## config.mk

```make
export PLATFORM = sky130hd
export DESIGN_NAME = disp_layer_regctrl
export DESIGN_NICKNAME = d
export VERILOG_FILES = /design/src/rtl/disp_layer_regctrl.sv
export SDC_FILE = /design/constraint.sdc
export NUM_CORES = 1
export LEC_CHECK = 0
export CAP_MARGIN = 25
export CORE_MARGIN = 3
export CORE_UTILIZATION = 44
export DETAILED_ROUTE_END_ITERATION = 7
export MAX_ROUTING_LAYER = met4
export PLACE_DENSITY = 0.79
export REMOVE_ABC_BUFFERS = 1
export SLEW_MARGIN = 40
export SYNTH_ARGS = -nofsm -noshare
export SYNTH_HDL_FRONTEND = slang
export SYNTH_SLANG_ARGS = --single-unit
```

## constraint.sdc

```tcl
create_clock -name ACLK -period 1.8 [get_ports ACLK]
set_clock_uncertainty 0.05 [all_clocks]
set_input_delay 0.18 -clock ACLK [delete_from_list [all_inputs] [get_ports ACLK]]
set_output_delay 0.18 -clock ACLK [all_outputs]
set_load 0.1 [all_outputs]
```

## src/rtl/disp_layer_regctrl.sv

```systemverilog
// Display layer register controller: pending/shadow frame-buffer bases swapped at VSYNC start,
// VSYNC interrupt and sticky FIFO flags. Define DISP_ERRIRQ_EN to add the FIFO error interrupt (EIE).
module disp_layer_regctrl #(
  parameter int NUM_LAYERS = 2,
  parameter int FRMCNT_W   = 16
) (
  input  logic                     ACLK,
  input  logic                     ARST,
  input  logic                     DSP_VSYNC_X,
  input  logic [15:0]              WRADDR,
  input  logic [3:0]               BYTEEN,
  input  logic                     WREN,
  input  logic [31:0]              WDATA,
  input  logic [15:0]              RDADDR,
  input  logic                     RDEN,
  output logic [31:0]              RDATA,
  output logic                     DISPON,
  output logic [NUM_LAYERS-1:0]    LAYER_EN,
  output logic [32*NUM_LAYERS-1:0] DISPADDR,
  output logic                     DSP_IRQ,
  input  logic [NUM_LAYERS-1:0]    BUF_UNDER,
  input  logic [NUM_LAYERS-1:0]    BUF_OVER
);

  localparam logic [9:0] IDX_CTRL = 10'h010;
  localparam logic [9:0] IDX_INT  = 10'h011;
  localparam logic [9:0] IDX_FIFO = 10'h012;
  localparam logic [9:0] IDX_FCNT = 10'h013;

  logic [31:0]           pend_addr [NUM_LAYERS];
  logic [NUM_LAYERS-1:0] pend_layer_en;
  logic [NUM_LAYERS-1:0] under, over, under_nxt, over_nxt, under_clr, over_clr;
  logic                  dispon, vie, vie_nxt, vstat, vstat_nxt, eie, err_irq;
  logic                  vsync_prev, vsync_start;
  logic [FRMCNT_W-1:0]   framecnt;
  logic                  wr_sel, wr_ctrl, wr_int, wr_fifo;
  logic [9:0]            wr_idx, rd_idx;
  logic                  unused_ok;

  assign wr_sel  = WREN && (WRADDR[15:12] == 4'h0);
  assign wr_idx  = WRADDR[11:2];
  assign rd_idx  = RDADDR[11:2];
  assign wr_ctrl = wr_sel && (wr_idx == IDX_CTRL);
  assign wr_int  = wr_sel && (wr_idx == IDX_INT);
  assign wr_fifo = wr_sel && (wr_idx == IDX_FIFO);

  // vsync_prev resets to 1 so a low first sample after reset counts as a start edge
  assign vsync_start = vsync_prev && !DSP_VSYNC_X;
  assign DISPON      = dispon;

  // Set events are ORed in after the W1C mask so a coincident set always wins
  assign vie_nxt   = (wr_int && BYTEEN[0]) ? WDATA[0] : vie;
  assign vstat_nxt = vsync_start || (vstat && !(wr_int && BYTEEN[0] && WDATA[1]));
  assign under_clr = (wr_fifo && BYTEEN[0]) ? WDATA[NUM_LAYERS-1:0] : '0;
  assign over_clr  = (wr_fifo && BYTEEN[1]) ? WDATA[8 +: NUM_LAYERS] : '0;
  assign under_nxt = BUF_UNDER | (under & ~under_clr);
  assign over_nxt  = BUF_OVER | (over & ~over_clr);

`ifdef DISP_ERRIRQ_EN
  logic eie_nxt;
  assign eie_nxt = (wr_int && BYTEEN[0]) ? WDATA[2] : eie;
  assign err_irq = eie_nxt && ((|under_nxt) || (|over_nxt));

  always_ff @(posedge ACLK) begin
    if (ARST) eie <= 1'b0;
    else      eie <= eie_nxt;
  end
`else
  assign eie     = 1'b0;
  assign err_irq = 1'b0;
`endif

  always_ff @(posedge ACLK) begin
    if (ARST) begin
      for (int n = 0; n < NUM_LAYERS; n++) pend_addr[n] <= '0;
      pend_layer_en <= '0;
      dispon        <= 1'b0;
      vie           <= 1'b0;
      vstat         <= 1'b0;
      under         <= '0;
      over          <= '0;
      framecnt      <= '0;
      vsync_prev    <= 1'b1;
      LAYER_EN      <= '0;
      DISPADDR      <= '0;
      DSP_IRQ       <= 1'b0;
    end else begin
      vsync_prev <= DSP_VSYNC_X;
      vie        <= vie_nxt;
      vstat      <= vstat_nxt;
      under      <= under_nxt;
      over       <= over_nxt;
      DSP_IRQ    <= (vstat_nxt && vie_nxt) || err_irq;
      if (vsync_start) framecnt <= framecnt + FRMCNT_W'(1);
      // Shadows sample the pre-write pending values, so a coincident write waits a frame
      if (!dispon || vsync_start) begin
        for (int n = 0; n < NUM_LAYERS; n++) DISPADDR[32*n +: 32] <= pend_addr[n];
        LAYER_EN <= pend_layer_en;
      end
      if (wr_ctrl) begin
        if (BYTEEN[0]) dispon <= WDATA[0];
        if (BYTEEN[1]) pend_layer_en <= WDATA[8 +: NUM_LAYERS];
      end
      for (int n = 0; n < NUM_LAYERS; n++) begin
        if (wr_sel && (wr_idx == 10'(n))) begin
          for (int b = 0; b < 4; b++)
            if (BYTEEN[b]) pend_addr[n][8*b +: 8] <= WDATA[8*b +: 8];
        end
      end
    end
  end

  always_comb begin
    RDATA = '0;
    for (int n = 0; n < NUM_LAYERS; n++)
      if (rd_idx == 10'(n)) RDATA = pend_addr[n];
    case (rd_idx)
      IDX_CTRL: begin
        RDATA[0]              = dispon;
        RDATA[1]              = ~DSP_VSYNC_X;
        RDATA[8 +: NUM_LAYERS] = pend_layer_en;
      end
      IDX_INT:  RDATA[2:0] = {eie, vstat, vie};
      IDX_FIFO: begin
        RDATA[NUM_LAYERS-1:0]  = under;
        RDATA[8 +: NUM_LAYERS] = over;
      end
      IDX_FCNT: RDATA[FRMCNT_W-1:0] = framecnt;
      default: ;
    endcase
  end

  // Reads have no side effects; these address bits are outside the decoded range
  assign unused_ok = ^{RDEN, RDADDR[15:12], RDADDR[1:0], WRADDR[1:0]};

endmodule

```

==> out/metrics.cfg <==
[place]
place_hpwl_um = 12470
place_area_mm2 = 0.009165
dp_cells = 1045
globalplace.congestion = 0.7792
place_ws_ns = -0.6737
port_buffers = 167

[critical_path]
worstSetupStartpointType = input port
r2r_end = framecnt[12]
crit_path_start = RDADDR[5]
critPathMaxFanout = 6
r2r-start = framecnt[0]
r2r_slack_ns = 0.07
slowest_stage = or4_4
worst_path_most_repeated_cell = buf_6
reg2reg_depth = 5
crit_chain = buf_6 > or4_4 > nor4_4 > buf_6 > and4_4 > o2bb2ai_4 > buf_12
worstPathArrival_ns = 1.87
required_ns = 1.57
endpoint_kind = output port
cp_slowest_stage_delay_ns = 0.54
criticalPathCategory = input port to output port
endpoint = RDATA[4]

[synthesis]
synth_edf_count = 64
ys_ff_latch = 157
ys_warn_count = 0
synthArstFlopShare_pct = 0
synth_ff_type = dfxtp_1
syn-mean-instance-area_um2 = 9.980
ys_types = 49
synth_cells = 671
syn-cell-area_mm2 = 0.006696
ys_seq_area_share_pct = 56.50

[cts]
cts_tree = built
cts_max_level = 4
clk_pin_slew_ns = 0.05
cts.path.max_buffers = 2
hold_buffers = 0
numCtsBuffers = 17
cts_sinks = 157
cts-root-buf = clkbuf_16
clkLatencyLatePin_ns = 0.41

[pwr]
p_leak_nw = 4.130
ir_drop_mv = 0.6527
clkPwrFrac_pct = 40.7
powerDensity_mw_per_mm2 = 857.2
power_frac_seq_pct = 44.7
intPower_mw = 6.480
power.share.switching_pct = 26.82
share_comb_of_total_power_pct = 14.6
power.switching_mw = 2.375

[floorplanning]
dieArea_mm2 = 0.01674
die_w_um = 129.4
rows = 44
die_h_um = 129.4
core_mm2 = 0.01470
start_util_pct = 45.56
ios = 177

[sta]
grt_setup_unrepaired = yes
layout_min_cycle_time_ns = 2.101
setup_tns_ns = -7.643
maxSlewHeadroom_pct = 67.81
hold_violations = 0
fmax_mhz = 476.0
timing.final.crit_share_pct = 116.7
layout_setup_ws_ns = -0.3010
slew_viol_final = 0
setup_violations = 31
worst_pin_slew_ns = 0.4829

[detailed_routing]
vias = 5624
viasPerCell = 5.179
finalWirelength_um = 19210
route.detailed.drc = 0
first_pass_iters = 4
antenna_left = 0
drtIter0Drc = 360
avgRoutedWirePerCell_um = 17.69

[layout]
fin_area_mm2 = 0.01033
nNetsFinal = 967
drive_gt1_share_pct = 29.49
final_cells = 1086
syn2layout_area_growth_pct = 54.28
antenna_cells = 0
final_cell_mix = nand2_1, buf_4, dfxtp_1, a21oi_1, edfxtp_1
layout_commonest_cell = nand2_1

[outcome]
status = finished with violations
violations = negative setup slack

[global_route]
grt.total_usage_pct = 23.28
grt_pass1_vias = 5569
grt_max_degree = 106
grt_pass1_wl_um = 29080
overflow = 0
antenna_found_initial = 0

[run]
maxCapViolations = 0

[min_path]
min_path_type = input port to flip-flop

## metal layers
layer  wire, um  up-vias  part of all wire, %  GRT usage (%)
met5          0        -                    0              -
met4        489        0                  2.5          10.50
met3        893       36                  4.6          4.040
met2       9786      173                   51          38.08
met1       8044     2667                   42          28.25
li1           -     2748                    -              -
## worst min-delay path by stage
stage | endpoint | start | depth (start not counted)
finish | vsync_prev | DSP_VSYNC_X | 2
floorplan | DSP_IRQ | ARST | 1
global route | vsync_prev | DSP_VSYNC_X | 2
global placement | DISPADDR[27] | DISPADDR[27] | 2
detailed placement | DISPADDR[32] | DISPADDR[32] | 2
CTS | vsync_prev | DSP_VSYNC_X | 2
## cell families (layout without fill, tap and decap cells)
logic type               count (synthesis)  count (layout)  synth area share [%]
AO/OA/AOI/OAI                          110             110                 9.604
buffers and inverters                   51             281                 3.288
adder cells (fa/ha/maj)                  1               1                0.1868
XOR/XNOR                                12              12                 1.570
AND/OR/NAND/NOR                        302             303                 22.74
multiplexers                            38              38                 6.110
flip-flops                             157             157                 56.50
## critical path, delay by kind of cell
kind	cells	cell delay, ns
AND/OR/NAND/NOR	3	1.07
buffers and inverters	3	0.45
AO/OA/AOI/OAI	1	0.16
## registers in the layout, indices dropped and copies added, names as in the netlist
| register | count |
|---|---|
| vstat | 1 |
| DISPADDR | 64 |
| DISPON | 1 |
| framecnt | 16 |
| under | 2 |
| DSP_IRQ | 1 |
| over | 2 |
| pend_layer_en | 2 |
| LAYER_EN | 2 |
| vie | 1 |
| pend_addr | 64 |
| vsync_prev | 1 |
## metrics by stage
| stage | hold slack [ns] | power (mW) | util, % |
|---|---|---|---|
| final | 0.1597 | 8.855 | 70.28 |
| after global routing | 0.1620 | 9.109 | 70.28 |
| after CTS | 0.1417 | 8.866 | 69.29 |
| after detailed placement | 0.3953 | 5.271 | 62.35 |
| after global placement | 0.3886 | 5.252 | 62.35 |
| after floorplan | 0.1962 | 4.761 | - |
## power groups by stage
stage	Sequential (mW)	Combinational [mW]	Clock (mW)
final	3.95	1.30	3.60
after floorplan	4.56	0.203	0
after global placement	4.02	1.24	0
after global routing	3.97	1.36	3.78
after CTS	3.95	1.28	3.64
after detailed placement	4.03	1.25	0
## cells in the mapped netlist, drive strengths merged (4+ instances only)
cell type	instances	area, um2
or2	4	25.02
nor2	35	131.4
edfxtp	64	1922
nor2b	9	56.30
o2bb2ai	12	105.1
nand3	7	35.03
nor4	8	107.6
nand4	10	68.81
xnor2	9	78.83
nand2b	7	43.79
a21oi	76	380.4
inv	13	48.80
a21o	4	30.03
nor3	11	65.06
dfxtp	93	1862
mux2i	33	330.3
buf	19	98.84
o21ai	8	40.04
clkbuf	19	72.56
and2	57	356.6
nand2	142	535.5
## what timing repair did
| item | in CTS | in global routing |
|---|---|---|
| endpoints found under the hold margin | 0 | 0 |
| pin swaps | 7 | 8 |
| cloned | 3 | 1 |
| endpoints found under the setup margin | 32 | 53 |
| resized for setup | 77 | 22 |
| setup buffers | 2 | 3 |
## layout make-up
cell class	count	area, um2
fillers	1062	4368
clock buffers	22	454.2
repair buffers	236	2526
multi-input cells	464	3147
clock inverters	10	137.6
well taps	184	230.2
inverters	13	48.80
flip-flops and latches	157	3787
Power figures use the tool's default switching activity.
